[config.mk]
export PLATFORM = sky130hd
export DESIGN_NAME = patch_fetch_ctrl_flat
export DESIGN_NICKNAME = d
export VERILOG_FILES = /design/src/rtl/patch_pkg.sv /design/src/rtl/patch_fetch_ctrl_if.sv /design/src/rtl/patch_fetch_ctrl.sv /design/src/flat_wrapper.sv
export SDC_FILE = /design/constraint.sdc
export NUM_CORES = 1
export LEC_CHECK = 0
export BUFFER_PORTS_ARGS = -buffer_cell sky130_fd_sc_hd__buf_2
export CELL_PAD_IN_SITES_DETAIL_PLACEMENT = 1
export CELL_PAD_IN_SITES_GLOBAL_PLACEMENT = 2
export CORE_UTILIZATION = 25
export DETAILED_ROUTE_END_ITERATION = 8
export PLACE_DENSITY_LB_ADDON = 0.1
export REMOVE_ABC_BUFFERS = 1
export SYNTH_ARGS = -nofsm -noshare
export SYNTH_HDL_FRONTEND = slang
export SYNTH_SLANG_ARGS = --single-unit
[constraint.sdc]
create_clock -name clk -period 2.9 [get_ports clk]
set_input_delay 0.29 -clock clk [delete_from_list [all_inputs] [get_ports clk]]
set_output_delay 0.29 -clock clk [all_outputs]
set_load 0.02 [all_outputs]
[src/rtl/patch_pkg.sv]
// Shared types and default constants for the patch fetch controller.
// The PATCH_TIMEOUT_EN build uses TIMEOUT_CYCLES to bound the cache wait.
package patch_pkg;

  typedef enum logic [2:0] {
    IDLE  = 3'd0,
    ISSUE = 3'd1,
    WAIT  = 3'd2,
    NEXT  = 3'd3,
    DONE  = 3'd4
  } state_t;

  localparam int TIMEOUT_CYCLES = 255;

  localparam int DEF_N          = 16;
  localparam int DEF_M          = 16;
  localparam int DEF_ADDR_WIDTH = 21;
  localparam int DEF_STRIDE     = 1;

endpackage

[src/rtl/patch_fetch_ctrl_if.sv]
// Cache-side bus of the patch fetch controller: read requests out, one response
// back per request, plus the lane-steering strobe for the activation register file.
interface patch_fetch_ctrl_if #(
  parameter int ADDR_WIDTH = 21,
  parameter int M          = 16
);
  localparam int IW = $clog2(M);

  // request is a one-cycle strobe with address stable from that cycle until the
  // response; exactly one response (cache_valid and/or cache_error) is expected per
  // request, no earlier than the cycle after the strobe and with no upper bound.
  // error wins when both response bits are high; store_enable only accompanies a
  // clean valid response and names its lane on index.
  logic                  request;
  logic                  read_write;
  logic [ADDR_WIDTH-1:0] address;
  logic                  cache_valid;
  logic                  cache_error;
  logic [IW-1:0]         index;
  logic                  store_enable;

  modport master (
    output request, read_write, address, index, store_enable,
    input  cache_valid, cache_error
  );

  modport slave (
    input  request, read_write, address, index, store_enable,
    output cache_valid, cache_error
  );

endinterface

[src/rtl/patch_fetch_ctrl.sv]
// Patch fetch sequencer: reads M strided cache lines per start and builds the patch mask.
// Define PATCH_TIMEOUT_EN to give up on a lane after TIMEOUT_CYCLES cycles of silence.
module patch_fetch_ctrl
  import patch_pkg::*;
#(
  parameter int N          = DEF_N,
  parameter int M          = DEF_M,
  parameter int ADDR_WIDTH = DEF_ADDR_WIDTH,
  parameter int STRIDE     = DEF_STRIDE
) (
  input  logic                  clk,
  input  logic                  reset,
  input  logic                  start,
  input  logic [ADDR_WIDTH-1:0] base_addr,
  output logic                  busy,
  output logic                  done,
  output logic [M-1:0]          p_mask,
  output logic [$clog2(M):0]    err_count,
  output state_t                state_dbg,
  patch_fetch_ctrl_if.master    cache
);

  localparam int                    IW        = $clog2(M);
  localparam logic [IW-1:0]         LAST_LANE = IW'(M - 1);
  localparam logic [ADDR_WIDTH-1:0] STEP      = ADDR_WIDTH'(STRIDE);

  state_t                state_q;
  state_t                state_d;
  logic [IW-1:0]         lane_q;
  logic [ADDR_WIDTH-1:0] addr_q;
  logic [M-1:0]          mask_q;
  logic [IW:0]           err_q;
  logic                  accept;
  logic                  resp_hit;
  logic                  resp_err;
  logic                  tmo_expired;
  logic                  unused_n;

  // Activation width only matters to the datapath this block steers.
  assign unused_n = (N > 0);

`ifdef PATCH_TIMEOUT_EN
  logic [7:0] tmo_q;

  // Counts WAIT cycles; the 255th silent cycle is treated as the error response.
  always_ff @(posedge clk or negedge reset) begin
    if (!reset) begin
      tmo_q <= '0;
    end else if (state_q != WAIT) begin
      tmo_q <= '0;
    end else begin
      tmo_q <= tmo_q + 8'd1;
    end
  end

  assign tmo_expired = (tmo_q == 8'(TIMEOUT_CYCLES - 1));
`else
  assign tmo_expired = 1'b0;
`endif

  assign accept   = (state_q == IDLE) && start;
  // A real response always beats an expiring timeout in the same cycle.
  assign resp_hit = (state_q == WAIT) && cache.cache_valid && !cache.cache_error;
  assign resp_err = (state_q == WAIT) &&
                    (cache.cache_error || (!cache.cache_valid && tmo_expired));

  always_ff @(posedge clk or negedge reset) begin
    if (!reset) begin
      state_q <= IDLE;
      lane_q  <= '0;
      addr_q  <= '0;
      mask_q  <= '0;
      err_q   <= '0;
    end else begin
      state_q <= state_d;
      if (accept) begin
        addr_q <= base_addr;
        lane_q <= '0;
        mask_q <= '0;
        err_q  <= '0;
      end
      if (resp_hit) begin
        mask_q[lane_q] <= 1'b1;
      end
      if (resp_err) begin
        err_q <= err_q + 1'b1;
      end
      // Address advances by accumulation, wrapping silently at 2^ADDR_WIDTH.
      if ((state_q == NEXT) && (lane_q != LAST_LANE)) begin
        lane_q <= lane_q + 1'b1;
        addr_q <= addr_q + STEP;
      end
    end
  end

  always_comb begin
    state_d       = state_q;
    busy          = 1'b0;
    done          = 1'b0;
    cache.request = 1'b0;
    unique case (state_q)
      IDLE: begin
        if (start) state_d = ISSUE;
      end
      ISSUE: begin
        busy          = 1'b1;
        cache.request = 1'b1;
        state_d       = WAIT;
      end
      WAIT: begin
        busy = 1'b1;
        if (resp_hit || resp_err) state_d = NEXT;
      end
      NEXT: begin
        busy    = 1'b1;
        state_d = (lane_q == LAST_LANE) ? DONE : ISSUE;
      end
      DONE: begin
        done    = 1'b1;
        state_d = IDLE;
      end
      default: state_d = IDLE;
    endcase
  end

  assign cache.read_write   = 1'b1;
  assign cache.address      = addr_q;
  assign cache.index        = lane_q;
  assign cache.store_enable = resp_hit;

  assign p_mask    = mask_q;
  assign err_count = err_q;
  assign state_dbg = state_q;

endmodule

[src/flat_wrapper.sv]
// flat-port wrapper written by rule: the top's interface ports become plain ports
module patch_fetch_ctrl_flat import patch_pkg::*;
#(
  parameter int N          = DEF_N,
  parameter int M          = DEF_M,
  parameter int ADDR_WIDTH = DEF_ADDR_WIDTH,
  parameter int STRIDE     = DEF_STRIDE
)
  (clk, reset, start, base_addr, busy, done, p_mask, err_count, state_dbg, cache_request, cache_read_write, cache_address, cache_index, cache_store_enable, cache_cache_valid, cache_cache_error);
  patch_fetch_ctrl_if #(.ADDR_WIDTH(ADDR_WIDTH), .M(M)) cache_i ();
  input  logic clk;
  input  logic reset;
  input  logic start;
  input  logic [ADDR_WIDTH-1:0] base_addr;
  output logic busy;
  output logic done;
  output logic [M-1:0] p_mask;
  output logic [$clog2(M):0] err_count;
  output state_t state_dbg;
  output wire logic [$bits(cache_i.request)-1:0] cache_request;
  output wire logic [$bits(cache_i.read_write)-1:0] cache_read_write;
  output wire logic [$bits(cache_i.address)-1:0] cache_address;
  output wire logic [$bits(cache_i.index)-1:0] cache_index;
  output wire logic [$bits(cache_i.store_enable)-1:0] cache_store_enable;
  input wire logic [$bits(cache_i.cache_valid)-1:0] cache_cache_valid;
  input wire logic [$bits(cache_i.cache_error)-1:0] cache_cache_error;
  assign cache_request = cache_i.request;
  assign cache_read_write = cache_i.read_write;
  assign cache_address = cache_i.address;
  assign cache_index = cache_i.index;
  assign cache_store_enable = cache_i.store_enable;
  assign cache_i.cache_valid = cache_cache_valid;
  assign cache_i.cache_error = cache_cache_error;
  patch_fetch_ctrl #(.N(N), .M(M), .ADDR_WIDTH(ADDR_WIDTH), .STRIDE(STRIDE)) u_core (.clk(clk), .reset(reset), .start(start), .base_addr(base_addr), .busy(busy), .done(done), .p_mask(p_mask), .err_count(err_count), .state_dbg(state_dbg), .cache(cache_i));
endmodule
==> run metrics <==
status complete, no violations; PwrDens 987 mW/mm²; CTS Buffer Depth 2; CP max stage cell or3_1; IO Port Bufs roughly 80; worst slew pin tran 612 ps; Vias/cell 4.93; Worst-Skew Late Latency 310 ps; clock-pin slew on the worst setup and hold paths 100 ps; worst endpoint data arrival time ~2400 ps; Adder-Cell Fraction of Synth Area 3.01%; Inserted Clock Buffers 5; sequential area share after synthesis about 50%; ys async rst share 100%; Post-CTS Setup Repair Bufs 0; Max-cap violations 0; hold buffer count at CTS 1; Reg-to-Reg Start u_core.cache.index[0]; DRC viols 0; worst min path class primary input to register; critical path's top delay family simple AND/OR/NAND/NOR gates; syn_area_per_cell 10.1 µm²; most frequent cell after synthesis dfrtp_1; Max IR drop VDD 308 µV; crit path max fanout 8; Remaining Overflow, GRT 0; RePlAce Congestion a little over 0.7; Nets 359; Setup crit start u_core.cache.index[0]; Crit Path Class register to register; die area between 0.01 and 0.015 mm²; Post-synth EDFFs 0; Rel. slew slack between 50 and 60%; fmax 0.472 GHz; CTS tree done; Sink Count 49; Die W 102 µm; Die H a little over 100 µm; Critical Path End Type register; max incr delay on CP 500 ps; clock skew 8.45 ps; Post-synth top cells 49 x dfrtp_1, 22 x nor2_1, 19 x nand2_1; Final Hold Viols 0; Tmin final ~2100 ps; Yosys reg bits 49; dominant synthesized flop cell dfrtp_1; DR iter-0 viols 33; initial antenna violation count 0; Crit path required time around 3100 ps; Yosys top cell area share 49.1%; area grow syn2layout 26.2%; YS warnings 0; Synth Cell Area 0.00250 mm²; period utilization 73.0%; most used routing layer met2; final antenna-violating net count 0; crit path cell chain ha_1 > and3_1 > or3_1 > or4_1 > nand3_1; hold_sp base_addr[3]; PostCTS Resize Cnt 0; Finish-stage setup viols 0; Synth area leaders dfrtp_1 49%, a22o_1 6.0%, nor2_1 3.3%, nand3_1 3.2%, ha_1 3.0%; starting density of the core 25.7%; drt pass-1 iters 4; Post-Synth XOR/XNOR Area 1.05%; mux cell area share after synthesis 0.451%; CP Launch Type register; worst path bufs/invs 0; drt wl/cell 16.4 µm; fin. max-slew vios 0; Setup WS post-layout between 700 and 800 ps; Mapped Cells between 200 and 250; Total Wirelength 7550 µm; Pleak 1.45 nW; Synth Area in Simple Gates 21.9%; vias in the first global route 2258; complex-gate fraction of the synthesized area 20.8%; Antenna Cells 0; Core Area 0.00973 mm²; root buf cell clkbuf_8; global-route wire length before repair 12200 µm; Netlist cell types 50; pre-CTS setup slack about 770 ps; largest family of logic cells by synthesized area simple AND/OR/NAND/NOR gates; Setup TNS 0 ps; met3 Resource Use GR 2.80%; largest net degree at the start of global routing 40; Global Route Usage Sum 15.3%; htree depth 2; RSZ-0062 raised after global routing no; met1 Track Usage GR 21.8%; via count ~2300; # IOs 80; row count 36; GR met2 Demand/Resource roughly 24%; Post-DP HPWL 5510 µm; fraction of layout cells with a size suffix above 1 a little under a third; dominant cell type by area after synthesis dfrtp_1
[area by class of cell]
cell class | count | area [µm²]
fillers | 1164 | 6580
flip-flops and latches | 49 | 1230
multi-input cells | 177 | 1180
repair buffers | 86 | 453
well taps | 133 | 166
clock buffers | 5 | 68.8
inverters | 8 | 30.0
clock inverters | 3 | 25.0
[path summary, 6_finish.rpt]
path                            slack [ps]  cells past startpoint                        to
worst min-delay path                   210                      3   u_core.cache.address[3]
worst min register to register         510                      1         u_core.p_mask[12]
max in group asynchronous             1630                      3   u_core.cache.address[4]
min in group asynchronous              480                      2       u_core.err_count[1]
worst max-delay path                   780                      5  u_core.cache.address[11]
worst max register to register         780                      5  u_core.cache.address[11]
[metal layers]
| layer | routed length [µm] | vias to the layer above |
|---|---|---|
| met5 | 0 | - |
| met2 | 3490 | 51 |
| met3 | 304 | 3 |
| li1 | - | 1113 |
| met1 | 3750 | 1104 |
| met4 | 14 | 0 |
[worst min-delay path: stages]
cell and delay (ps):
buf_2 80, nand2_1 40, o311ai_0 70
[through the flow]
stage | hold WS, ps | power [mW] | cell area, µm² | std cells | utilization, %
2_1_floorplan | -5.59 | 2.11 | 2440 | 234 | -
3_3_place_gp | 303 | 2.70 | 3050 | 452 | 31.3
3_5_place_dp | 301 | 2.71 | 3050 | 452 | 31.3
4_1_cts | 195 | 3.16 | 3150 | 461 | 32.4
5_1_grt | 203 | 3.38 | 3150 | 461 | 32.4
6_report | 206 | 3.11 | 3150 | 461 | 32.4
[logic make-up after synthesis]
family,after synthesis
adder cells (fa/ha/maj),6
AO/OA/AOI/OAI,68
AND/OR/NAND/NOR,98
XOR/XNOR,3
multiplexers,1
flip-flops,49
other,1
buffers and inverters,22
[layout by cell type, fill, tap and decap left out, types with 6 or more instances in the layout]
master and instances:
ha_1 6, o21ai_0 13, inv_1 8, o311ai_0 6
o211ai_1 8, nor3_1 6, dfrtp_1 49, buf_2 78
nand2_1 19, nor2_1 22, buf_4 7, a22o_1 17
nand3_1 16
[state kept, by name (all words and copies together), names as in the netlist]
signal / flops
u_core.cache.address: 21
u_core.p_mask: 16
u_core.cache.index: 4
u_core.err_count: 5
u_core.state_dbg: 3
[where the power goes]
group / internal (mW) / total [mW] / switching [mW]
clock network: 0.177 / 0.436 / 0.260
registers: 0.905 / 1.24 / 0.333
logic: 0.532 / 1.44 / 0.903
total: 1.61 / 3.11 / 1.50
Power figures use the tool's default switching activity.
